`src/rtl/rv32m_iter_unit.sv`:
```
// rv32m_iter_unit: iterative RV32M multiply/divide unit for the LagartoII core.
// Multiplies use a radix-2 shift-add over operand magnitudes. Divides use a
// restoring algorithm over magnitudes. Signs are fixed up in FINAL.
// Divide-by-zero and signed overflow are resolved at start and skip CALC.
// The product/remainder (hi) and multiplier/dividend/quotient (lo) share one
// double-width register pair.

module rv32m_iter_unit #(
    parameter int XLEN  = 32,
    parameter int ADDRW = 5
) (
    input  logic             clk_i,
    input  logic             rst_ni,
    input  logic             start_i,
    input  logic [2:0]       funct3_i,
    input  logic [XLEN-1:0]  rs1_data_i,
    input  logic [XLEN-1:0]  rs2_data_i,
    input  logic [ADDRW-1:0] rd_addr_i,
    output logic             busy_o,
    output logic             done_o,
    output logic             we_o,
    output logic [ADDRW-1:0] rd_addr_o,
    output logic [XLEN-1:0]  result_o
);

    localparam int CW = $clog2(XLEN);
    localparam logic [CW-1:0]   LAST_ITER = CW'(XLEN - 1);
    localparam logic [XLEN-1:0] INT_MIN   = {1'b1, {(XLEN-1){1'b0}}};
    localparam logic [XLEN-1:0] ALL_ONES  = {XLEN{1'b1}};

    typedef enum logic [1:0] {
        ST_IDLE,
        ST_CALC,
        ST_FINAL,
        ST_DONE
    } state_t;

    state_t state_q, state_d;

    logic [2:0]       op_q;
    logic [ADDRW-1:0] rd_q;
    logic [CW-1:0]    count_q;
    logic [XLEN-1:0]  hi_q;
    logic [XLEN-1:0]  lo_q;
    logic [XLEN-1:0]  opnd_q;
    logic             neg_main_q;
    logic             neg_rem_q;

    // Decode of the incoming request, used only while idle
    logic            is_div_in;
    logic            a_signed_in, b_signed_in;
    logic            a_neg_in, b_neg_in;
    logic [XLEN-1:0] a_mag_in, b_mag_in;
    logic            div_zero_in, div_ovf_in, special_in;

    // Per-iteration datapath results
    logic [XLEN:0]     mul_sum;
    logic [XLEN-1:0]   mul_hi_nxt, mul_lo_nxt;
    logic [XLEN:0]     div_shift, div_diff;
    logic [XLEN-1:0]   div_hi_nxt, div_lo_nxt;
    logic [2*XLEN-1:0] product, prod_fix;
    logic [XLEN-1:0]   quot_fix, rem_fix;
    logic [XLEN-1:0]   final_result;

    // Classify the requested op: operand signedness, magnitudes and special divides
    always_comb begin
        is_div_in   = funct3_i[2];
        a_signed_in = is_div_in ? ~funct3_i[0] : (funct3_i != 3'b011);
        b_signed_in = is_div_in ? ~funct3_i[0] : ~funct3_i[1];
        a_neg_in    = a_signed_in & rs1_data_i[XLEN-1];
        b_neg_in    = b_signed_in & rs2_data_i[XLEN-1];
        a_mag_in    = a_neg_in ? -rs1_data_i : rs1_data_i;
        b_mag_in    = b_neg_in ? -rs2_data_i : rs2_data_i;
        div_zero_in = is_div_in && (rs2_data_i == '0);
        div_ovf_in  = is_div_in && !funct3_i[0] &&
                      (rs1_data_i == INT_MIN) && (rs2_data_i == ALL_ONES);
        special_in  = div_zero_in | div_ovf_in;
    end

    // One shift-add multiply step and one restoring divide step
    always_comb begin
        mul_sum    = {1'b0, hi_q} + (lo_q[0] ? {1'b0, opnd_q} : '0);
        mul_hi_nxt = mul_sum[XLEN:1];
        mul_lo_nxt = {mul_sum[0], lo_q[XLEN-1:1]};

        div_shift  = {hi_q, lo_q[XLEN-1]};
        div_diff   = div_shift - {1'b0, opnd_q};
        if (!div_diff[XLEN]) begin
            div_hi_nxt = div_diff[XLEN-1:0];
            div_lo_nxt = {lo_q[XLEN-2:0], 1'b1};
        end else begin
            div_hi_nxt = div_shift[XLEN-1:0];
            div_lo_nxt = {lo_q[XLEN-2:0], 1'b0};
        end
    end

    // Sign correction and selection of the architectural result
    always_comb begin
        product  = {hi_q, lo_q};
        prod_fix = neg_main_q ? -product : product;
        quot_fix = neg_main_q ? -lo_q : lo_q;
        rem_fix  = neg_rem_q ? -hi_q : hi_q;
        case (op_q)
            3'b000:                 final_result = prod_fix[XLEN-1:0];
            3'b001, 3'b010, 3'b011: final_result = prod_fix[2*XLEN-1:XLEN];
            3'b100, 3'b101:         final_result = quot_fix;
            default:                final_result = rem_fix;
        endcase
    end

    // State register
    always_ff @(posedge clk_i or negedge rst_ni) begin
        if (!rst_ni) begin
            state_q <= ST_IDLE;
        end else begin
            state_q <= state_d;
        end
    end

    // Next-state logic
    always_comb begin
        state_d = state_q;
        case (state_q)
            ST_IDLE: begin
                if (start_i) begin
                    state_d = special_in ? ST_FINAL : ST_CALC;
                end
            end
            ST_CALC: begin
                if (count_q == LAST_ITER) begin
                    state_d = ST_FINAL;
                end
            end
            ST_FINAL: state_d = ST_DONE;
            ST_DONE:  state_d = ST_IDLE;
            default:  state_d = ST_IDLE;
        endcase
    end

    // Status outputs decoded from the current state
    always_comb begin
        busy_o = (state_q == ST_CALC) || (state_q == ST_FINAL);
        done_o = (state_q == ST_DONE);
        we_o   = (state_q == ST_DONE) && (rd_q != '0);
    end

    assign rd_addr_o = rd_q;

    // Operand capture, iteration and result registers
    always_ff @(posedge clk_i or negedge rst_ni) begin
        if (!rst_ni) begin
            op_q       <= '0;
            rd_q       <= '0;
            count_q    <= '0;
            hi_q       <= '0;
            lo_q       <= '0;
            opnd_q     <= '0;
            neg_main_q <= 1'b0;
            neg_rem_q  <= 1'b0;
            result_o   <= '0;
        end else begin
            case (state_q)
                ST_IDLE: begin
                    if (start_i) begin
                        op_q    <= funct3_i;
                        rd_q    <= rd_addr_i;
                        count_q <= '0;
                        if (div_zero_in) begin
                            hi_q       <= rs1_data_i;
                            lo_q       <= ALL_ONES;
                            opnd_q     <= '0;
                            neg_main_q <= 1'b0;
                            neg_rem_q  <= 1'b0;
                        end else if (div_ovf_in) begin
                            hi_q       <= '0;
                            lo_q       <= INT_MIN;
                            opnd_q     <= '0;
                            neg_main_q <= 1'b0;
                            neg_rem_q  <= 1'b0;
                        end else begin
                            hi_q       <= '0;
                            lo_q       <= is_div_in ? a_mag_in : b_mag_in;
                            opnd_q     <= is_div_in ? b_mag_in : a_mag_in;
                            neg_main_q <= a_neg_in ^ b_neg_in;
                            neg_rem_q  <= is_div_in & a_neg_in;
                        end
                    end
                end
                ST_CALC: begin
                    count_q <= count_q + CW'(1);
                    if (op_q[2]) begin
                        hi_q <= div_hi_nxt;
                        lo_q <= div_lo_nxt;
                    end else begin
                        hi_q <= mul_hi_nxt;
                        lo_q <= mul_lo_nxt;
                    end
                end
                ST_FINAL: begin
                    result_o <= final_result;
                end
                default: begin
                end
            endcase
        end
    end

endmodule

```
`config.mk`:
```
export PLATFORM = sky130hd
export DESIGN_NAME = rv32m_iter_unit
export DESIGN_NICKNAME = d
export VERILOG_FILES = /design/src/rtl/rv32m_iter_unit.sv
export SDC_FILE = /design/constraint.sdc
export NUM_CORES = 1
export LEC_CHECK = 0
export BUFFER_PORTS_ARGS = -buffer_cell sky130_fd_sc_hd__buf_2
export CELL_PAD_IN_SITES_DETAIL_PLACEMENT = 1
export CELL_PAD_IN_SITES_GLOBAL_PLACEMENT = 2
export CORE_UTILIZATION = 40
export CTS_CLUSTER_SIZE = 20
export DETAILED_ROUTE_END_ITERATION = 10
export PLACE_DENSITY = 0.91
export SETUP_SLACK_MARGIN = 0.15
export SYNTH_ARGS = -nofsm -noshare
export SYNTH_HDL_FRONTEND = slang
export SYNTH_SLANG_ARGS = --single-unit
```
`constraint.sdc`:
```
create_clock -name clk_i -period 10.6 [get_ports clk_i]
set_clock_uncertainty 0.05 [all_clocks]
set_input_delay 2.12 -clock clk_i [delete_from_list [all_inputs] [get_ports clk_i]]
set_output_delay 2.12 -clock clk_i [all_outputs]
set_load 0.05 [all_outputs]
```
# Yosys cells after proc, flatten, opt, wreduce, memory -nomap -nowiden
# Index checks and enable logic that the tools add are counted.
totals:
  memories: 0
  ramBits: 0
  register_bits: 145
  inputBits: 75
  romBits: 0
  latchBits: 0
classes:
  mux: 34
  mul: 0
  eq_ne: 14
  bitwise: 7
  n_div: 0
  shift: 0
  n_reduce_logical: 17
  magnitude_cmp: 0
  addsub: 8
op_table:
  columns: ["cell", "n"]
  rows:
  - ["2-to-1 mux 32 bit", 17]
  - ["negation 32 bit", 4]
  - ["one-hot mux 32 bit (2 select lines)", 2]
  - ["one-hot mux 32 bit (3 select lines)", 1]
  - ["equality test 32 bit (second input constant)", 2]
  - ["2-to-1 mux 64 bit", 1]
  - ["negation 64 bit", 1]
  - ["adder 32 x 32 -> 33 bit", 1]
  - ["subtractor 33 x 32 -> 33 bit", 1]
  - ["logical NOT 32 bit", 1]
  - ["one-hot mux 5 bit (2 select lines)", 1]
  - ["one-hot mux 2 bit (4 select lines)", 1]
  - ["2-to-1 mux 1 bit", 7]
  - ["equality test 3 x 2 -> 1 bit (second input constant)", 2]
  - ["equality test 3 bit (second input constant)", 2]
  - ["2-to-1 mux 2 bit", 3]
  - ["AND reduction 2 bit", 3]
  - ["adder 5 x 1 -> 5 bit (second input constant)", 1]
  - ["equality test 5 bit (second input constant)", 1]
  - ["logical AND 1 bit", 5]
  - ["2-to-1 mux 5 bit", 1]
  - ["nonzero test 5 bit", 1]
  - ["equality test 2 bit (second input constant)", 2]
  - ["!= test 2 bit (second input constant)", 2]
  - ["other kinds (14)", 17]

# Logic depth before layout (Yosys ltp)
# Gate-level depths: netlist of run 1.
depth:
  ltp_word: 9
  depth_mapped: 14
  depth_no_buf: 12

# Worst setup path before layout of run 1
# Ideal clock, no wire load.
synth_path:
  path_kind: "in2reg"
  start: "in rs1_data_i[1]"
  end: "reg lo_q[13]"
  cell_stages: 11
  setup_ns: 0.124
  required_ns: 10.426
  arrival_time_ns: 4.579
  path_buffers: 1
  setup_slack_ns: 5.847
  cell_sequence: "inv_1 ha_1 or3b_1 nor4_2 nand3_1 or4_4 nor4_4 buf_2 a211oi_1 o31ai_1 nand2_1"
synth_between:
  elab_chain_len: 7
  word_cells_on_any_way: 10
synth_rtl:
  columns: ["item", "line", "text"]
  rows:
  - ["start, declared", "16", "input logic [XLEN-1:0] rs1_data_i,"]
  - ["negation 32 bit / equality test 32 bit (equally long branches)", "72, 76", null]
  - ["2-to-1 mux 32 bit / logical AND 1 bit (equally long branches)", "72, 75", null]
  - ["2-to-1 mux 32 bit / logical AND 1 bit (equally long branches)", "182, 76", null]
  - ["2-to-1 mux 32 bit *", "174", "end else if (div_ovf_in) begin"]
  - ["2-to-1 mux 32 bit *", "168", "if (div_zero_in) begin"]
  - ["2-to-1 mux 32 bit *", "164", "if (start_i) begin"]
  - ["one-hot mux 32 bit (2 select lines) *", "162", "case (state_q)"]
  - ["end signal, assigned", "182", "lo_q <= is_div_in ? a_mag_in : b_mag_in;"]
  - ["end signal, assigned", "193", "lo_q <= div_lo_nxt;"]
  - ["end signal, assigned", "196", "lo_q <= mul_lo_nxt;"]
  - ["end, declared", "44", "logic [XLEN-1:0] lo_q;"]
# Mark *: on every way between the ends. The rest lies on a longest branch, timed or not. The select of a mux whose other input is x is not followed.
# A chain may end at the register's enable or synchronous reset.

# Final worst setup path of run 1
layout_path:
  start: "in rs1_data_i[0]"
  end: "reg state_q[1]"
layout_between:
  elab_chain_len: 7
layout_rtl:
  columns: ["item", "line", "text"]
  rows:
  - ["equality test 32 bit", "76", "(rs1_data_i == INT_MIN) && (rs2_data_i == ALL_ONES);"]
  - ["logical AND 1 bit", "75", "div_ovf_in = is_div_in && !funct3_i[0] &&"]
  - ["logical AND 1 bit", "76", null]
  - ["OR 1 bit", "77", "special_in = div_zero_in | div_ovf_in;"]
  - ["2-to-1 mux 2 bit", "126", "state_d = special_in ? ST_FINAL : ST_CALC;"]
  - ["2-to-1 mux 2 bit", "125", "if (start_i) begin"]
  - ["one-hot mux 2 bit (4 select lines)", "123", "case (state_q)"]
  - ["end signal, assigned", "116", "state_q <= state_d;"]
  - ["end, declared", "38", "state_t state_q, state_d;"]
# No other way between the ends. The select of a mux whose other input is x is not followed.

==> results.py, run 1 <==
metrics = {
    "clock_tree": {
        "htree_levels": 4,
        "cts_tree": "built",
        "clkLatencyLatePin_ns": 0.45,
        "post_cts_buffers": 0,
        "cts_buffers": 17,
        "cts_root_buf": "clkbuf_16",
        "clockBufferDepth": 2,
        "cts-resized-gates": 0,
        "clkSlewWorstSetupHoldPaths_ns": 0.06,
        "cts.sinks": 145,
        "cts_hold_buf": 0,
    },
    "routing": {
        "drcViolationCount": 0,
        "wl_um": 64500,
        "vias": 16300,
        "first_iter_violations": 1624,
        "antenna_left": 0,
        "dr.pass1.iters": 6,
        "wl_per_cell_um": 25.2,
        "post_drt_via_cell_ratio": 6.35,
    },
    "global_routing": {
        "grt_pass1_vias": 16200,
        "track_usage_pct": 33.4,
        "grt_pass1_wl_um": 98700,
        "grt_max_degree": 90,
        "antenna_found_initial": 0,
        "overflow": 0,
    },
    "synth": {
        "ys_seq_area_share_pct": 23.7,
        "synth.distinct_cells": 81,
        "synth_edf_count": 0,
        "synth_top_area_share_pct": 23.7,
        "ys.flop_type": "dfrtp_1",
        "ys_top_cells_by_area": "dfrtp_1, ha_1, o21ai_0",
        "async_reset_ff_share_pct": 100,
        "ys_warn_count": 0,
        "synth-seq-cells": 145,
        "synth_nets": 2166,
        "syn_avg_cell_area_um2": 7.60,
        "synth_largest_area_cell": "dfrtp_1",
        "netlist_area_mm2": 0.0153,
        "synth_cells": 2013,
    },
    "floorplanning": {
        "core_mm2": 0.0377,
        "fp.dieArea_mm2": 0.0390,
        "start_util_pct": 40.6,
        "io_pins": 115,
        "die_w_um": 198,
        "fp-row-count": 71,
        "die_h_um": 198,
    },
    "cells_and_area": {
        "finalNetCount": 2191,
        "final_cell_mix": "nand2_1, o21ai_0, nor2_1",
        "diodes": 0,
        "areaGrowthSynthToFinish_pct": 9.91,
        "design_area_mm2": 0.0168,
        "drive_gt1_share_pct": 11.4,
        "final_util_pct": 44.6,
        "final_common_cell": "nand2_1",
        "fin_cells": 2562,
    },
    "pwr": {
        "vdd_ir_drop_max_uv": 230,
        "swShare_pct": 57.0,
        "power_leakage_nw": 7.13,
        "clkPwrFrac_pct": 9.4,
        "p_comb_share_pct": 71.2,
        "internal_power_mw": 2.88,
        "power_frac_seq_pct": 19.5,
        "power.density_mw_per_mm2": 398,
        "switchingPower_mw": 3.82,
        "p_total_mw": 6.70,
    },
    "critical_path": {
        "worstSetupEndpointType": "register",
        "cp_data_required_time_ns": 10.91,
        "critPathBufInv": 3,
        "critPathLaunchType": "primary input",
        "critPathKind": "in -> reg",
        "critical_path.cell_chain": "buf_2 > inv_1 > ha_1 > or3b_1 > nor4_2 > nand3_1 > or4_4 > nor4_4 > buf_4 > nor2_1 > nand2_1 > o21ai_0 > o21ai_0",
        "crit_path_max_fanout": 15,
        "cp_slowest_cell": "or4_4",
        "cpPeakStageDelay_ns": 0.55,
        "cp_data_arrival_time_ns": 5.23,
        "crit_top_cell": "o21ai_0",
        "crit_family": "simple AND/OR/NAND/NOR gates",
    },
    "timing": {
        "fmax_mhz": 203,
        "worst_pin_slew_ns": 1.24,
        "finalSetupTns_ns": 0,
        "relSlewSlack_pct": 17.3,
        "hold_slack_ns": 0.426,
        "drv_slew": 0,
        "hold_viol_final": 0,
        "period_share_pct": 46.4,
        "grt_setup_unrepaired": "false",
        "min_period_ns": 4.92,
        "fin_ws_ns": 5.68,
        "finalSetupViolCount": 0,
    },
    "hold_path": {
        "hold_class": "reg -> reg",
    },
    "place": {
        "port_buffers": 114,
        "post-place-cells": 2530,
        "gp_congestion": 0.952,
        "hpwlAfterDp_um": 49000,
        "placed_area_mm2": 0.0162,
        "dpl_worst_slack_ns": 5.27,
    },
    "run": {
        "maxCapViolCount": 0,
    },
    "status": {
        "run_status": "finished, final reports clean",
    },
}
[cell usage after synthesis (12+ instances only)]
cell and count:
nand2_1 190, o21ai_0 185, nor2_1 182, a21oi_1 175, dfrtp_1 145, clkbuf_1 116
xnor2_1 103, xor2_1 79, ha_1 76, inv_1 67, mux2i_1 63, nand3_1 51
a21o_1 38, o31ai_1 36, nor3_1 35, a211oi_1 31, nand2b_1 27, mux2_2 26
o22ai_1 25, or3_1 23, and2_1 22, a221oi_1 18, and3_1 17, or4_1 17
a31oi_1 16, nor4_1 16, o41ai_1 16, o21a_1 15, nand4_1 14, o211ai_1 14
a211o_1 12, nor2b_1 12
[routing by layer]
metal	vias to the layer above	global-route usage, %	wire length, um
met2	754	52.5	28900
li1	7400	-	-
met3	125	4.93	5230
met1	7995	45.1	27500
met4	0	15.1	2850
met5	-	0	0
[path summary, 6_finish.rpt]
kind,from,end,slack (ns),cells past startpoint
max,rs1_data_i[0],state_q[1],5.68,13
min,count_q[4],count_q[4],0.43,2
max reg2reg,hi_q[0],hi_q[14],5.85,12
min reg2reg,count_q[4],count_q[4],0.43,2
max in group asynchronous,rst_ni,neg_main_q,7.41,2
min in group asynchronous,rst_ni,result_o[12],1.67,1
[power by group through the flow]
stage / Sequential (mW) / Clock [mW] / Combinational (mW)
final: 1.30 / 0.628 / 4.77
after global routing: 1.33 / 0.652 / 5.16
after CTS: 1.29 / 0.637 / 4.68
after detailed placement: 1.30 / 0 / 4.64
after global placement: 1.28 / 0 / 4.55
after floorplan: 1.28 / 0 / 3.23
[cell type report]
type	instances	area, um^2
timing repair buffer	139	764
clock inverter	14	149
sequential	145	3630
multi-input combinational	1667	10900
clock buffer	18	439
fill	4766	20900
inverter	68	255
tap	511	639
[cell families after synthesis]
family | Yosys count | synth area share, %
AND/OR/NAND/NOR | 642 | 20.3
AO/OA/AOI/OAI | 676 | 28.0
buffers and inverters | 201 | 5.04
multiplexers | 89 | 6.04
adder cells (fa/ha/maj) | 78 | 6.48
flip-flops | 145 | 23.7
XOR/XNOR | 182 | 10.4
[worst reg2reg max path, stage by stage (launching register included)]
cell and delay (ns):
dfrtp_1 0.59, inv_1 0.26, fa_1 0.52, nand2b_1 0.20
a21oi_1 0.39, o21bai_1 0.28, a21oi_1 0.50, a21oi_1 0.25
xnor2_2 0.17, buf_4 0.48, mux2_2 0.40, a21oi_1 0.35
o21ai_0 0.15
[flip-flops by register name, indices dropped and copies added, names as in the netlist]
signal	count
hi_q	32
lo_q	32
opnd_q	32
result_o	32
count_q	5
rd_addr_o	5
op_q	3
state_q	2
neg_main_q	1
neg_rem_q	1
No activity file was read; power rests on OpenSTA's default activity.
==> run 2: changes to the inputs <==
- CORE_UTILIZATION: 40 -> 37
- PLACE_DENSITY: 0.91 -> 0.86
- clock period: 10.6 -> 4.9 ns (I/O delays scaled with it)
==> run 2 against run 1 <==
Net effect:
- via count up 1.1%
- worst hold slack better by 0.0082 ns
- worst setup slack worse by 5.1 ns
- utilization down 2.9 points
- largest cell class unchanged
==> results.py, run 2 (synthesis gave the netlist of run 1 again) <==
metrics = {
    "clock_tree": {
        "clkLatencyLatePin_ns": 0.47,
        "htree_levels": 4,
        "cts_hold_buf": 0,
        "cts_root_buf": "clkbuf_16",
        "clkSlewWorstSetupHoldPaths_ns": 0.08,
        "clockBufferDepth": 2,
        "cts-resized-gates": 0,
        "cts_buffers": 17,
        "cts_tree": "built",
        "cts.sinks": 145,
        "post_cts_buffers": 0,
    },
    "cells_and_area": {
        "final_util_pct": 41.7,
        "final_common_cell": "nand2_1",
        "drive_gt1_share_pct": 12.3,
        "final_cell_mix": "nand2_1, o21ai_0, nor2_1",
        "diodes": 0,
        "design_area_mm2": 0.0170,
        "fin_cells": 2604,
        "areaGrowthSynthToFinish_pct": 11.3,
        "finalNetCount": 2212,
    },
    "run": {
        "maxCapViolCount": 0,
    },
    "place": {
        "post-place-cells": 2572,
        "placed_area_mm2": 0.0164,
        "dpl_worst_slack_ns": 0.631,
        "port_buffers": 114,
        "hpwlAfterDp_um": 51200,
        "gp_congestion": 1.00,
    },
    "timing": {
        "fmax_mhz": 233,
        "hold_slack_ns": 0.435,
        "grt_setup_unrepaired": "false",
        "relSlewSlack_pct": 23.6,
        "drv_slew": 0,
        "min_period_ns": 4.29,
        "fin_ws_ns": 0.612,
        "worst_pin_slew_ns": 1.14,
        "period_share_pct": 87.5,
        "finalSetupViolCount": 0,
        "finalSetupTns_ns": 0,
        "hold_viol_final": 0,
    },
    "routing": {
        "wl_per_cell_um": 25.5,
        "post_drt_via_cell_ratio": 6.32,
        "first_iter_violations": 1492,
        "drcViolationCount": 0,
        "wl_um": 66400,
        "dr.pass1.iters": 7,
        "antenna_left": 0,
        "vias": 16400,
    },
    "critical_path": {
        "crit_path_start": "lo_q[31]",
        "critPathKind": "reg -> reg",
        "cp_slowest_cell": "dfrtp_1",
        "cpPeakStageDelay_ns": 0.52,
        "cp_data_arrival_time_ns": 4.59,
        "cp_data_required_time_ns": 5.20,
        "critPathLaunchType": "register",
        "r2r-start": "lo_q[31]",
        "worstSetupEndpointType": "register",
        "crit_path_max_fanout": 16,
        "critical_path.cell_chain": "inv_1 > ha_1 > fa_1 > nand2b_1 > a21oi_1 > o21bai_1 > a21oi_1 > buf_4 > a21oi_1 > xnor2_2 > buf_4 > buf_4 > mux2i_1 > mux2i_1 > a221oi_1",
    },
    "floorplanning": {
        "io_pins": 115,
        "die_w_um": 205,
        "die_h_um": 205,
        "core_mm2": 0.0408,
        "fp.dieArea_mm2": 0.0422,
        "start_util_pct": 37.5,
        "fp-row-count": 74,
    },
    "pwr": {
        "p_total_mw": 14.7,
        "power.density_mw_per_mm2": 864,
        "power_leakage_nw": 7.25,
        "vdd_ir_drop_max_uv": 590,
    },
    "global_routing": {
        "grt_pass1_vias": 16400,
        "antenna_found_initial": 2,
        "track_usage_pct": 31.7,
        "grt_pass1_wl_um": 101000,
        "grt_max_degree": 81,
        "overflow": 0,
    },
    "hold_path": {
        "hold_path_startpoint": "opnd_q[18]",
        "hold_class": "reg -> reg",
    },
    "status": {
        "run_status": "finished, final reports clean",
    },
}
## run 2: cell count changes in the layout (fill, tap and decap cells not counted), sizes merged
cell      before  now
clkbuf        18   17
bufinv         1    0
buf          139  160
clkinvlp       1    2
inv           73   74
## run 2: worst max-delay path, delay by kind of cell (launching register included)
family	cells	cell delay, ns
flops	1	0.52
simple gates	1	0.20
mux	2	0.33
compound gates	5	1.23
xor+xnor	1	0.17
buf+inv	4	0.94
fa+ha+maj	2	0.70
## run 2: worst paths after layout
check	cells past startpoint	slack, ns	end
hold reg to reg	2	0.43	opnd_q[18]
hold / removal	2	0.43	opnd_q[18]
max in group asynchronous	2	3.32	opnd_q[8]
setup / recovery	15	0.61	hi_q[0]
setup reg to reg	15	0.61	hi_q[0]
min in group asynchronous	1	0.55	result_o[14]
## run 2: where the power goes
| group | internal (mW) | total [mW] | leakage, nW | switching [mW] |
|---|---|---|---|---|
| Clock | 0.691 | 1.39 | 0.289 | 0.703 |
| Sequential | 1.78 | 2.83 | 1.76 | 1.05 |
| Combinational | 3.80 | 10.5 | 5.20 | 6.69 |
| Total | 6.27 | 14.7 | 7.25 | 8.44 |
## run 2: metal layers
| metal | global-route usage [%] | routed length (um) | vias up |
|---|---|---|---|
| li1 | - | - | 7438 |
| met1 | 42.5 | 29100 | 8267 |
| met2 | 50.2 | 30000 | 636 |
| met3 | 4.99 | 4180 | 106 |
| met4 | 13.9 | 3040 | 2 |
| met5 | 0 | 12 | - |
## run 2: final cells by class
class,count,area (um^2)
sequential,145,3630
timing repair buffer,160,935
tap,532,666
fill,5046,23800
clock buffer,17,425
multi-input combinational,1667,10900
clock inverter,15,181
inverter,68,255
